**config.mk**
```make
export PLATFORM = sky130hd
export DESIGN_NAME = bp_me_lce_msg_arbiter_flat
export DESIGN_NICKNAME = d
export VERILOG_FILES = /design/src/rtl/bp_me_lce_msg_arbiter_if.sv /design/src/rtl/bp_me_lce_msg_arbiter.sv /design/src/flat_wrapper.sv
export SDC_FILE = /design/constraint.sdc
export NUM_CORES = 1
export LEC_CHECK = 0
export BUFFER_PORTS_ARGS = -buffer_cell sky130_fd_sc_hd__buf_4
export CORE_AREA = 4 4 268 270
export DETAILED_ROUTE_END_ITERATION = 12
export DIE_AREA = 0 0 272 274
export GPL_TIMING_DRIVEN = 0
export HOLD_SLACK_MARGIN = 0.08
export SETUP_SLACK_MARGIN = 0.15
export SLEW_MARGIN = 25
export SYNTH_ARGS = -nofsm -noshare
export SYNTH_HDL_FRONTEND = slang
export SYNTH_SLANG_ARGS = --single-unit
export TNS_END_PERCENT = 5
```
**constraint.sdc**
```tcl
create_clock -name clk_i -period 2.9 [get_ports clk_i]
set_clock_uncertainty 0.15 [all_clocks]
set_input_delay 0.29 -clock clk_i [delete_from_list [all_inputs] [get_ports clk_i]]
set_output_delay 0.29 -clock clk_i [all_outputs]
set_load 0.02 [all_outputs]
```
**src/rtl/bp_me_lce_msg_arbiter_if.sv**
```systemverilog
// Bundle of the source-side and link-side handshake signals of the LCE message arbiter.
// Signal suffixes are as seen from the arbiter.
//   src_v_i / src_header_i / src_data_i / src_last_i : per-source beat (slice i = source i)
//   src_ready_and_o                                  : per-source ready
//   v_o / header_o / data_o / last_o                 : selected beat on the shared link
//   ready_and_i                                      : link ready
// Modports: slave = arbiter side, master = sources + link sink (environment side).
interface bp_me_lce_msg_arbiter_if
  #(parameter int unsigned num_src_p      = 4
   ,parameter int unsigned header_width_p = 64
   ,parameter int unsigned data_width_p   = 64
   );

   logic [num_src_p-1:0]                src_v_i;
   logic [num_src_p*header_width_p-1:0] src_header_i;
   logic [num_src_p*data_width_p-1:0]   src_data_i;
   logic [num_src_p-1:0]                src_last_i;
   logic [num_src_p-1:0]                src_ready_and_o;

   logic                                v_o;
   logic [header_width_p-1:0]           header_o;
   logic [data_width_p-1:0]             data_o;
   logic                                last_o;
   logic                                ready_and_i;

   modport slave
     (input  src_v_i, src_header_i, src_data_i, src_last_i, ready_and_i
     ,output src_ready_and_o, v_o, header_o, data_o, last_o
     );

   modport master
     (output src_v_i, src_header_i, src_data_i, src_last_i, ready_and_i
     ,input  src_ready_and_o, v_o, header_o, data_o, last_o
     );

endinterface

```
**src/rtl/bp_me_lce_msg_arbiter.sv**
```systemverilog
// Round-robin arbiter sharing one LCE->CCE message link among num_src_p sources.
// Multi-beat messages (and any beat offered but not yet accepted) lock the link to one
// source until its last beat transfers. The data path is purely combinational.
// Ports:
//   clk_i, reset_i  : clock, asynchronous active-low reset
//   link_if (slave) : per-source beats in / ready out, shared link beat out / ready in
//   grant_id_o      : currently selected source
//   stall_err_o     : sticky watchdog error (stall_limit_p stalled cycles without transfer)
//   msg_cnt_o       : count of completed messages (last beats transferred), wraps
module bp_me_lce_msg_arbiter
  #(parameter int unsigned num_src_p      = 4
   ,parameter int unsigned header_width_p = 64
   ,parameter int unsigned data_width_p   = 64
   ,parameter int unsigned stall_limit_p  = 1024
   ,parameter int unsigned cnt_width_p    = 32
   ,localparam int unsigned id_width_lp   = (num_src_p > 1) ? $clog2(num_src_p) : 1
   )
  (input  logic                   clk_i
  ,input  logic                   reset_i
  ,bp_me_lce_msg_arbiter_if.slave link_if
  ,output logic [id_width_lp-1:0] grant_id_o
  ,output logic                   stall_err_o
  ,output logic [cnt_width_p-1:0] msg_cnt_o
  );

   localparam int unsigned stall_width_lp = $clog2(stall_limit_p + 1);

   localparam logic [0:0] ST_IDLE   = 1'b0;
   localparam logic [0:0] ST_LOCKED = 1'b1;

   logic [0:0]                state_q,     state_d;
   logic [id_width_lp-1:0]    ptr_q,       ptr_d;
   logic [id_width_lp-1:0]    lock_id_q,   lock_id_d;
   logic [stall_width_lp-1:0] stall_cnt_q, stall_cnt_d;
   logic                      stall_err_q, stall_err_d;
   logic [cnt_width_p-1:0]    msg_cnt_q,   msg_cnt_d;

   logic [header_width_p-1:0] hdr_arr  [num_src_p];
   logic [data_width_p-1:0]   data_arr [num_src_p];

   logic [id_width_lp-1:0]    scan_sel;
   logic                      scan_found;
   logic [id_width_lp-1:0]    sel;
   logic                      sel_v;
   logic                      sel_last;
   logic                      xfer;
   logic                      stalled;

   // Wrapping increment for source ids (non-power-of-2 counts supported).
   function automatic logic [id_width_lp-1:0] next_id(input logic [id_width_lp-1:0] id);
      if (id == id_width_lp'(num_src_p - 1))
         return '0;
      else
         return id + id_width_lp'(1);
   endfunction

   // Unpack flat per-source payload buses.
   always_comb begin
      for (int i = 0; i < int'(num_src_p); i++) begin
         hdr_arr[i]  = link_if.src_header_i[i*header_width_p +: header_width_p];
         data_arr[i] = link_if.src_data_i[i*data_width_p +: data_width_p];
      end
   end

   // First valid source scanning ptr, ptr+1, ... modulo num_src_p.
   always_comb begin
      int unsigned idx;
      scan_found = 1'b0;
      scan_sel   = ptr_q;
      idx        = 0;
      for (int unsigned off = 0; off < num_src_p; off++) begin
         idx = 32'(ptr_q) + off;
         if (idx >= num_src_p)
            idx = idx - num_src_p;
         if (!scan_found && link_if.src_v_i[id_width_lp'(idx)]) begin
            scan_found = 1'b1;
            scan_sel   = id_width_lp'(idx);
         end
      end
   end

   // Selection: frozen on lock_id while locked, otherwise the round-robin winner.
   always_comb begin
      if (state_q == ST_LOCKED) begin
         sel   = lock_id_q;
         sel_v = link_if.src_v_i[lock_id_q];
      end else begin
         sel   = scan_sel;
         sel_v = scan_found;
      end
      sel_last = link_if.src_last_i[sel];
      xfer     = sel_v & link_if.ready_and_i;
      stalled  = (sel_v & ~link_if.ready_and_i)
               | ((state_q == ST_LOCKED) & ~link_if.src_v_i[lock_id_q]);
   end

   // Combinational link outputs; forced quiet while reset is asserted.
   always_comb begin
      link_if.src_ready_and_o = '0;
      link_if.v_o             = 1'b0;
      link_if.header_o        = '0;
      link_if.data_o          = '0;
      link_if.last_o          = 1'b0;
      grant_id_o              = '0;
      if (reset_i) begin
         link_if.src_ready_and_o[sel] = link_if.ready_and_i;
         link_if.v_o                  = sel_v;
         link_if.header_o             = hdr_arr[sel];
         link_if.data_o               = data_arr[sel];
         link_if.last_o               = sel_last;
         grant_id_o                   = sel;
      end
   end

   assign stall_err_o = stall_err_q;
   assign msg_cnt_o   = msg_cnt_q;

   // Next-state: lock on any offered-but-incomplete beat, release on last transfer.
   always_comb begin
      state_d   = state_q;
      ptr_d     = ptr_q;
      lock_id_d = lock_id_q;
      msg_cnt_d = msg_cnt_q;
      case (state_q)
         ST_IDLE: begin
            if (sel_v) begin
               if (xfer && sel_last) begin
                  ptr_d     = next_id(sel);
                  msg_cnt_d = msg_cnt_q + cnt_width_p'(1);
               end else begin
                  state_d   = ST_LOCKED;
                  lock_id_d = sel;
               end
            end
         end
         ST_LOCKED: begin
            if (xfer && sel_last) begin
               state_d   = ST_IDLE;
               ptr_d     = next_id(lock_id_q);
               msg_cnt_d = msg_cnt_q + cnt_width_p'(1);
            end
         end
         default: begin
            state_d = ST_IDLE;
         end
      endcase
   end

   // Watchdog: saturating count of stalled cycles, cleared by any transfer.
   always_comb begin
      stall_cnt_d = stall_cnt_q;
      if (xfer)
         stall_cnt_d = '0;
      else if (stalled && (stall_cnt_q < stall_width_lp'(stall_limit_p)))
         stall_cnt_d = stall_cnt_q + stall_width_lp'(1);
      stall_err_d = stall_err_q | (stall_cnt_d >= stall_width_lp'(stall_limit_p));
   end

   // State registers.
   always_ff @(posedge clk_i or negedge reset_i) begin
      if (!reset_i) begin
         state_q     <= ST_IDLE;
         ptr_q       <= '0;
         lock_id_q   <= '0;
         stall_cnt_q <= '0;
         stall_err_q <= 1'b0;
         msg_cnt_q   <= '0;
      end else begin
         state_q     <= state_d;
         ptr_q       <= ptr_d;
         lock_id_q   <= lock_id_d;
         stall_cnt_q <= stall_cnt_d;
         stall_err_q <= stall_err_d;
         msg_cnt_q   <= msg_cnt_d;
      end
   end

endmodule
```
**src/flat_wrapper.sv**
```systemverilog
// flat-port wrapper written by rule: the top's interface ports become plain ports
module bp_me_lce_msg_arbiter_flat 
#(parameter int unsigned num_src_p      = 4
   ,parameter int unsigned header_width_p = 64
   ,parameter int unsigned data_width_p   = 64
   ,parameter int unsigned stall_limit_p  = 1024
   ,parameter int unsigned cnt_width_p    = 32
   ,localparam int unsigned id_width_lp   = (num_src_p > 1) ? $clog2(num_src_p) : 1
   )
  (clk_i, reset_i, grant_id_o, stall_err_o, msg_cnt_o, link_if_src_v_i, link_if_src_header_i, link_if_src_data_i, link_if_src_last_i, link_if_ready_and_i, link_if_src_ready_and_o, link_if_v_o, link_if_header_o, link_if_data_o, link_if_last_o);
  bp_me_lce_msg_arbiter_if #(.num_src_p(num_src_p), .header_width_p(header_width_p), .data_width_p(data_width_p)) link_if_i ();
  input  logic clk_i;
  input  logic reset_i;
  output logic [id_width_lp-1:0] grant_id_o;
  output logic stall_err_o;
  output logic [cnt_width_p-1:0] msg_cnt_o;
  input wire logic [$bits(link_if_i.src_v_i)-1:0] link_if_src_v_i;
  input wire logic [$bits(link_if_i.src_header_i)-1:0] link_if_src_header_i;
  input wire logic [$bits(link_if_i.src_data_i)-1:0] link_if_src_data_i;
  input wire logic [$bits(link_if_i.src_last_i)-1:0] link_if_src_last_i;
  input wire logic [$bits(link_if_i.ready_and_i)-1:0] link_if_ready_and_i;
  output wire logic [$bits(link_if_i.src_ready_and_o)-1:0] link_if_src_ready_and_o;
  output wire logic [$bits(link_if_i.v_o)-1:0] link_if_v_o;
  output wire logic [$bits(link_if_i.header_o)-1:0] link_if_header_o;
  output wire logic [$bits(link_if_i.data_o)-1:0] link_if_data_o;
  output wire logic [$bits(link_if_i.last_o)-1:0] link_if_last_o;
  assign link_if_i.src_v_i = link_if_src_v_i;
  assign link_if_i.src_header_i = link_if_src_header_i;
  assign link_if_i.src_data_i = link_if_src_data_i;
  assign link_if_i.src_last_i = link_if_src_last_i;
  assign link_if_i.ready_and_i = link_if_ready_and_i;
  assign link_if_src_ready_and_o = link_if_i.src_ready_and_o;
  assign link_if_v_o = link_if_i.v_o;
  assign link_if_header_o = link_if_i.header_o;
  assign link_if_data_o = link_if_i.data_o;
  assign link_if_last_o = link_if_i.last_o;
  bp_me_lce_msg_arbiter #(.num_src_p(num_src_p), .header_width_p(header_width_p), .data_width_p(data_width_p), .stall_limit_p(stall_limit_p), .cnt_width_p(cnt_width_p)) u_core (.clk_i(clk_i), .reset_i(reset_i), .link_if(link_if_i), .grant_id_o(grant_id_o), .stall_err_o(stall_err_o), .msg_cnt_o(msg_cnt_o));
endmodule
```
Yosys cells after proc, flatten, opt, wreduce, memory -nomap -nowiden
Cells that the tools add are included.
- register bits: 49
- bits of input ports: 523
- output and inout bits: 169
- logic and storage cells: 112
- $add $sub $neg: 11
- $lt $le $gt $ge: 14
- equality and inequality tests: 5
- muxes and demuxes: 54
- bitwise logic cells: 11
- reductions and logical operators: 11
- operator list (operator ; number):
    $mux 64 ; 6
    $bmux 64 s2 ; 2
    $mux 32 ; 2
    $pmux 32 s2 ; 1
    $add 32x1->32 const B ; 1
    $mux 2 ; 15
    $mux 11 ; 2
    $lt 2x3->1 const B ; 6
    $mux 1 ; 16
    $bmux 1 s2 ; 6
    $ge 3x3->1 const B ; 4
    $add 11x1->11 const B ; 1
    $ge 11x11->1 const B ; 1
    $lt 11x11->1 const B ; 1
    $sub 2x1->2 const B ; 4
    $add 2x2->3 const B ; 2
    $logic_and 1x1->1 ; 6
    $reduce_and 3->1 ; 2
    $add 2x1->2 const B ; 2
    $and 4x4->4 ; 1
    $eq 2x2->1 const B ; 2
    $mux 4 ; 1
    $ne 2x1->1 const B ; 2
    $not 1->1 ; 4
    11 further kinds ; 16

Longest topological paths before layout
Gate-level depths: netlist of run 1.
- word-level depth: 22
- depth in mapped cells: 11
- depth with buffers taken out: 9

Worst setup path before layout of run 1
Ideal clock, no wire load.
- kind: register -> output
- start: register u_core.ptr_q[0]
- end: output port link_if_data_o[39]
- arrival: 2.544 ns
- data required time: 2.460 ns
- path slack: -0.084 ns
- stages on the path, launching flop included: 9
- path buffers: 3
- path through: dfrtp_1 > buf_4 > nor2b_4 > o21a_1 > o41ai_2 > clkbuf_1 > buf_2 > mux4_2 > and2_1
- cells in the longest elaborated chain, start to end: 20
- elaborated cells on any way between the ends: 42
- those cells by class: 7 x add/sub; 4 x order compare; 24 x mux; 1 x bitwise; 6 x reduce/logical
- ends and longest elaborated chain (what ; RTL line ; text):
    from (decl) ; bp_me_lce_msg_arbiter.sv:32 ; logic [id_width_lp-1:0] ptr_q, ptr_d;
    from (signal assigned) ; bp_me_lce_msg_arbiter.sv:170 ; ptr_q <= ptr_d;
    parallel branches: the longest is 13 deep, another holds $add 2x1->3 ; n/a ;
    $mux 2 * ; bp_me_lce_msg_arbiter.sv:75 ; if (!scan_found && link_if.src_v_i[id_width_lp'(idx)]) begin
    $mux 2 * ; bp_me_lce_msg_arbiter.sv:84 ; if (state_q == ST_LOCKED) begin
    $not 2->3 (implied by the code) * ; bp_me_lce_msg_arbiter.sv:109 ; link_if.data_o = data_arr[sel];
    $bmux 64 s2 * ; bp_me_lce_msg_arbiter.sv:109 ;
    $mux 64 (implied by the code) * (2 in series) ; bp_me_lce_msg_arbiter.sv:109 ;
    $mux 64 * ; bp_me_lce_msg_arbiter.sv:105 ; if (reset_i) begin
    to (decl) ; flat_wrapper.sv:25 ; output wire logic [$bits(link_if_i.data_o)-1:0] link_if_data_o;
Mark *: on every way between the ends. The select of a mux whose other input is x is not followed.

Final worst setup path of run 1
- start: register u_core.ptr_q[0]
- end: output port link_if_header_o[6]
- cells in the longest elaborated chain, start to end: 20
- elaborated cells on any way between the ends: 42
- those cells by class: 7 x add/sub; 4 x order compare; 24 x mux; 1 x bitwise; 6 x reduce/logical
- ends and longest elaborated chain (what ; RTL line ; text):
    parallel branches: the longest is 13 deep, another holds $add 2x1->3 ; n/a ;
    $mux 2 * ; bp_me_lce_msg_arbiter.sv:75 ;
    $mux 2 * ; bp_me_lce_msg_arbiter.sv:84 ;
    $not 2->3 (implied by the code) * ; bp_me_lce_msg_arbiter.sv:108 ; link_if.header_o = hdr_arr[sel];
    $bmux 64 s2 * ; bp_me_lce_msg_arbiter.sv:108 ;
    $mux 64 (implied by the code) * (2 in series) ; bp_me_lce_msg_arbiter.sv:108 ;
    $mux 64 * ; bp_me_lce_msg_arbiter.sv:105 ;
    to (decl) ; flat_wrapper.sv:24 ; output wire logic [$bits(link_if_i.header_o)-1:0] link_if_header_o;
Marks and branches as above.

==> results.toml, run 1 <==
[run_status]
status = "finished with violations"
violations = "negative setup slack"

[floorplanning]
die_x_um = 272
initial_core_util_pct = 9.47
fp.dieArea_mm2 = 0.0745
core.rowCount = 97
die_height_um = 274
ios = 692
core_area_mm2 = 0.0695

[pwr]
powerDensity_mw_per_mm2 = 991
max-vdd-ir-drop_uv = 451
p_leak_nw = 6.56
power_mw = 14.4

[clock_tree]
path_clk_slew_ns = 0.07
cts_buffer_depth = 2
cts_buffers = 5
cts_tree = "done"
htreeDepth = 2
clk_latency_ns = 0.29
clock-sinks = 49
root_buffer = "clkbuf_16"

[timing]
rsz0062_at_grt = "yes"
setup_slack_ns = -0.505
worst_pin_slew_ns = 0.704
final_max_slew_viol_count = 0
hold_viol_final = 0
finalCritPeriodShare_pct = 117
slew_headroom_pct = 53.0
max_freq_mhz = 294
setup_violations = 144
finalWorstPathRequiredPeriod_ns = 3.40

[layout]
fin_nets = 1827
nFillCells = 7705
final_util_pct = 21.0
drive_gt1_share_pct = 76.3
area_delta_synth_final_pct = 121
instances_no_fill = 2255

[place]
dp.cells = 2199
io_buffers = 690
hpwl_um = 58300
gp_congestion = 0.876

[worst_hold_path]
hold_class = "primary input to flip-flop"

[yosys]
ys_types = 53
avgSynthCellArea_um2 = 11.6
syn_inst = 568
yosysTopAreaCellShare_pct = 44.5
netlist_area_mm2 = 0.00659
synth_area_leaders = "mux4_2 44%, dfrtp_1 19%, and2_1 13%, xnor2_1 3.7%, nand4_1 1.7%"
synthesis.nets = 1098
ys_async_sr_fraction_pct = 100
synth_edf_count = 0
ys.flop_type = "dfrtp_1"
ys_warn_count = 0
yosysTopAreaCell = "mux4_2"
seq_area_frac_synth_pct = 18.6
ys_ff_latch = 49

[detailed_routing]
drtIter0Drc = 414
vias_per_cell = 3.81
drc = 0
dr.pass1.iters = 5
wl_per_cell_um = 28.7
drt-total-wl_um = 64800
vias = 8595
ant_nets = 0

[global_routing]
grt_pass1_vias = 9185
overflow = 0
grt_pass1_wl_um = 82400
grt_antenna_before_repair = 61
grt_usage_pct = 16.4
grt_start_max_net_pins = 50

[worst_setup_path]
start_kind = "flip-flop"
arrival_ns = 2.96
worstPathRequired_ns = 2.46
crit_type = "flip-flop to output port"
path_max_fanout = 7
end_kind = "output port"

[run]
drv_cap = 0
-- cell type report --
class	instances	area, um2	share of cell area [%]
Buffer	49	587	4.03
Clock buffer	6	129	0.884
Tap cell	940	1180	8.07
Sequential cell	49	1230	8.41
Inverter	6	27.5	0.189
Clock inverter	2	38.8	0.266
Antenna cell	17	42.5	0.292
Multi-Input combinational cell	464	5480	37.6
Timing Repair Buffer	722	5860	40.2
-- cells in the final DEF, fill, tap and decap left out, drive strengths merged, types with 2 or more instances in the layout --
cell	synthesis	layout
and4	4	4
nor2	17	17
or4	2	2
nor3	8	8
a21oi	4	4
buf	22	742
mux4	130	130
and3	13	13
mux2i	5	5
xnor2	28	28
ha	7	7
or2	2	2
nand2	29	29
nand3	10	10
a211oi	2	2
nor2b	4	4
o21ai	6	6
a21boi	2	2
clkbuf	27	34
and2	134	134
nand2b	4	4
nor4	8	8
nand4	18	18
diode	0	17
dfrtp	49	49
inv	6	6
o21a	2	2
xor2	8	8
-- flip-flops by register name, summed over array words and instances, names as in the netlist --
signal	count
u_core.msg_cnt_o	32
u_core.stall_cnt_q	11
u_core.lock_id_q	2
u_core.ptr_q	2
u_core.stall_err_o	1
u_core.state_q	1
-- what timing repair did --
| item | in CTS | in global routing |
|---|---|---|
| setup endpoints to repair | 174 | 171 |
| pin swaps | 27 | 20 |
| buffers inserted | 18 | 7 |
| hold buffers | 2 | 0 |
| cloned | 3 | 1 |
| endpoints found under the hold margin | 49 | 0 |
| resized for setup | 247 | 33 |
-- synthesized netlist by cell type (3+ instances only) --
cell type,count
and4_1,4
ha_1,7
nor3_1,8
nand3_1,10
nand2b_1,4
nand2_1,29
inv_1,5
xnor2_1,28
dfrtp_1,49
o21ai_0,3
nor4_1,8
o21ai_1,3
nor2_1,17
nand4_1,18
a21oi_1,3
clkbuf_1,27
mux4_2,130
buf_1,6
and2_1,133
xor2_1,8
nor2b_1,3
mux2i_1,5
buf_2,15
and3_1,13
-- metrics by stage --
step / hold WS (ns) / area (um2) / setup slack [ns] / setup TNS (ns)
2_1_floorplan: -0.156 / 6630 / 0.0920 / 0
3_3_place_gp: 0.221 / 13000 / -1.96 / -222.84
3_5_place_dp: 0.221 / 13000 / -1.74 / -192.29
4_1_cts: 0.293 / 14300 / -0.530 / -46.31
5_1_grt: 0.332 / 14600 / -0.653 / -65.86
6_report: 0.292 / 14600 / -0.505 / -45.53
-- per-layer routing --
layer | global-route usage (%) | wire, um
met5 | 0 | 220
met2 | 25.4 | 29300
met1 | 20.1 | 26200
met4 | 5.32 | 1820
met3 | 7.62 | 7350
-- where the power goes --
| group | switching, mW | total, mW | internal [mW] |
|---|---|---|---|
| clock | 0.272 | 0.682 | 0.410 |
| combinational | 6.15 | 12.9 | 6.72 |
| sequential | 0.104 | 0.882 | 0.778 |
-- critical path: stages, from the launching register on --
cell and delay [ns]:
dfrtp_1 0.34, buf_6 0.12, nor3b_4 0.26, nor3_4 0.07, o41ai_4 0.24, buf_6 0.19
clkbuf_16 0.18, buf_12 0.12, buf_16 0.14, mux4_2 0.63, and2_4 0.21, buf_6 0.12
-- path summary, 6_finish.rpt --
check / startpoint / end / slack (ns) / cells after the start
worst max-delay path: u_core.ptr_q[0]$_DFFE_PN0P_ / link_if_header_o[6] / -0.50 / 11
worst min-delay path: link_if_ready_and_i / u_core.stall_cnt_q[6]$_DFF_PN0_ / 0.29 / 4
worst max register to register: u_core.ptr_q[0]$_DFFE_PN0P_ / u_core.msg_cnt_o[20]$_DFFE_PN0P_ / -0.09 / 9
worst min register to register: u_core.stall_err_o$_DFF_PN0_ / u_core.stall_err_o$_DFF_PN0_ / 0.32 / 1
max in group asynchronous: reset_i / u_core.msg_cnt_o[5]$_DFFE_PN0P_ / 1.91 / 3
min in group asynchronous: reset_i / u_core.msg_cnt_o[29]$_DFFE_PN0P_ / 0.46 / 3
-- logic make-up (layout without fill, tap and decap cells) --
family                   after synthesis  count (layout)  synth area share, %
flip-flops                            49              49                 18.6
adder cells (fa/ha/maj)                7               7                 1.33
AND/OR/NAND/NOR                      256             256                 22.7
AO/OA/AOI/OAI                         29              29                 3.69
buffers and inverters                 55             785                 3.48
other                                  0              17                    0
XOR/XNOR                              36              36                 4.79
multiplexers                         136             136                 45.4
No activity file was read; power rests on OpenSTA's default activity.
==> run 2: changes to the inputs <==
--- a/config.mk
+++ b/config.mk
@@ -11,6 +11,7 @@
 export DIE_AREA = 0 0 272 274
 export GPL_TIMING_DRIVEN = 0
 export HOLD_SLACK_MARGIN = 0.08
+export PLACE_DENSITY_LB_ADDON = 0.25
 export SETUP_SLACK_MARGIN = 0.15
 export SLEW_MARGIN = 25
 export SYNTH_ARGS = -nofsm -noshare
==> results.toml, run 2 (synthesis gave the netlist of run 1 again) <==
[run_status]
status = "finished with violations"
violations = "negative setup slack"

[worst_hold_path]
hold_class = "primary input to flip-flop"

[clock_tree]
cts_tree = "done"
cts_buffer_depth = 2
clk_latency_ns = 0.29
root_buffer = "clkbuf_16"
htreeDepth = 2
clock-sinks = 49
cts_buffers = 5
path_clk_slew_ns = 0.07

[worst_setup_path]
crit_type = "flip-flop to output port"
critPathMaxStageDelay_ns = 0.65
r2r-start = "u_core.ptr_q[0]$_DFFE_PN0P_"
worstPathRequired_ns = 2.46
slowest_stage = "mux4_2"
reg2reg_slack_ns = -0.14
start_kind = "flip-flop"
r2r-end = "u_core.msg_cnt_o[12]$_DFFE_PN0P_"
crit_path_start = "u_core.ptr_q[0]$_DFFE_PN0P_"
reg2reg_depth = 11
end_kind = "output port"
endpoint = "link_if_header_o[7]"
crit_path_frequent_cell = "buf_6"
arrival_ns = 2.89
path_max_fanout = 6
cp_cell_sequence = "buf_6 > nor2b_4 > o21a_4 > o41ai_4 > buf_6 > clkbuf_16 > buf_16 > mux4_2 > and2_4 > buf_6"

[timing]
final_max_slew_viol_count = 0
worst_pin_slew_ns = 0.880
rsz0062_at_grt = "yes"
setup_violations = 143
setup_slack_ns = -0.434
hold_viol_final = 0
finalWorstPathRequiredPeriod_ns = 3.33
hold_ws_ns = 0.316
slew_headroom_pct = 41.4
max_freq_mhz = 300
finalCritPeriodShare_pct = 115

[detailed_routing]
wl_per_cell_um = 30.3
dr.pass1.iters = 4
vias = 8539
vias_per_cell = 3.79
drc = 0
drt-total-wl_um = 68400
ant_nets = 0
drtIter0Drc = 461

[floorplanning]
fp.dieArea_mm2 = 0.0745
die_x_um = 272
ios = 692
die_height_um = 274
core.rowCount = 97
core_area_mm2 = 0.0695
initial_core_util_pct = 9.47

[place]
io_buffers = 690
place_area_mm2 = 0.0130
gp_congestion = 0.937
hpwl_um = 61600
dpl_worst_slack_ns = -1.84

[layout]
area_delta_synth_final_pct = 116
finalInstanceArea_mm2 = 0.0142
largest_register_ff_count = 32
fin_nets = 1818
final_common_cell = "buf_4"
layout_common_cells = "656 x buf_4, 130 x mux4_2, 82 x and2_1"
drive_gt1_share_pct = 74.0
final_util_pct = 20.4

[global_routing]
grt_start_max_net_pins = 50
overflow = 0
grt_usage_pct = 17.2
grt_antenna_before_repair = 88
grt_pass1_wl_um = 86300
grt_pass1_vias = 9150

[pwr]
powerDensity_mw_per_mm2 = 944
intPower_mw = 7.40
power.switching_mw = 6.01
power.share.clock_pct = 4.4
p_sw_share_pct = 44.8
p_seq_share_pct = 6.6
p_comb_share_pct = 89.0
p_leak_nw = 6.37
max-vdd-ir-drop_uv = 377

[run]
drv_cap = 0
run 2: cell types whose count changed in the layout (fill, tap and decap cells not counted), moves of 2 or more:
cell	before	now
buf_12	10	13
clkbuf_4	6	4
buf_16	9	6
nor4_1	5	7
buf_8	1	3
buf_4	636	656
nor4_4	3	0
and2_1	59	82
buf_6	84	54
clkbuf_8	1	5
clkbuf_16	10	7
and2_4	74	51
nor3_1	5	7
diode_2	17	25
run 2: final cells by class:
class                      count  area (um2)
clock buffer                   5         125
clock inverter                 2        13.8
timing repair buffer         713        5670
sequential                    49        1230
tap                          940        1180
inverter                       6        25.0
antenna                       25        62.6
buffer                        49         569
multi-input combinational    464        5350
fill                        7685       55300
run 2: worst min path at each step:
stage	end	start	slack, ns	depth (start not counted)
2_1_floorplan	u_core.lock_id_q[0]$_DFFE_PN0P_	reset_i	-0.16	0
3_3_place_gp	u_core.msg_cnt_o[24]$_DFFE_PN0P_	reset_i	0.22	1
3_5_place_dp	u_core.msg_cnt_o[25]$_DFFE_PN0P_	reset_i	0.24	1
4_1_cts	u_core.stall_cnt_q[4]$_DFF_PN0_	link_if_ready_and_i	0.31	4
5_1_grt	u_core.stall_err_o$_DFF_PN0_	u_core.stall_err_o$_DFF_PN0_	0.35	1
6_report	u_core.stall_cnt_q[4]$_DFF_PN0_	link_if_ready_and_i	0.32	4
run 2: power by group through the flow:
stage / clock, mW / sequential, mW / combinational, mW
after CTS: 0.607 / 0.885 / 12.0
after global routing: 0.639 / 0.899 / 12.6
after global placement: 0 / 0.895 / 10.1
after floorplan: 0 / 0.912 / 6.00
after detailed placement: 0 / 0.895 / 10.1
final: 0.586 / 0.885 / 11.9
run 2: layer usage:
| layer | global-route usage [%] | part of all wire (%) | vias up |
|---|---|---|---|
| met1 | 19.6 | 38 | 4194 |
| met3 | 11.8 | 15 | 116 |
| met5 | 0 | 0.50 | - |
| li1 | - | - | 3704 |
| met4 | 3.27 | 1.8 | 52 |
| met2 | 27.0 | 45 | 473 |
run 2: through the flow:
stage	TNS (ns)	cells	total power, mW
after floorplan	0	568	6.91
after global routing	-53.58	2238	14.1
final	-39.92	2253	13.4
after detailed placement	-190.14	2199	11.0
after CTS	-45.71	2227	13.5
after global placement	-212.98	2198	11.0
run 2: timing repair:
| action | CTS | global route |
|---|---|---|
| gates cloned | 3 | 0 |
| endpoints found under the hold margin | 49 | 0 |
| pin swaps | 10 | 0 |
| buffers inserted | 16 | 1 |
| endpoints found under the setup margin | 176 | 174 |
| gates resized for setup | 208 | 18 |
| hold buffers | 2 | 0 |
run 2: critical path, delay by kind of cell (launching register included):
| family | cells | cell delay, ns |
|---|---|---|
| compound gates | 2 | 0.50 |
| buf+inv | 5 | 0.78 |
| flops | 1 | 0.35 |
| mux | 1 | 0.65 |
| simple gates | 2 | 0.27 |
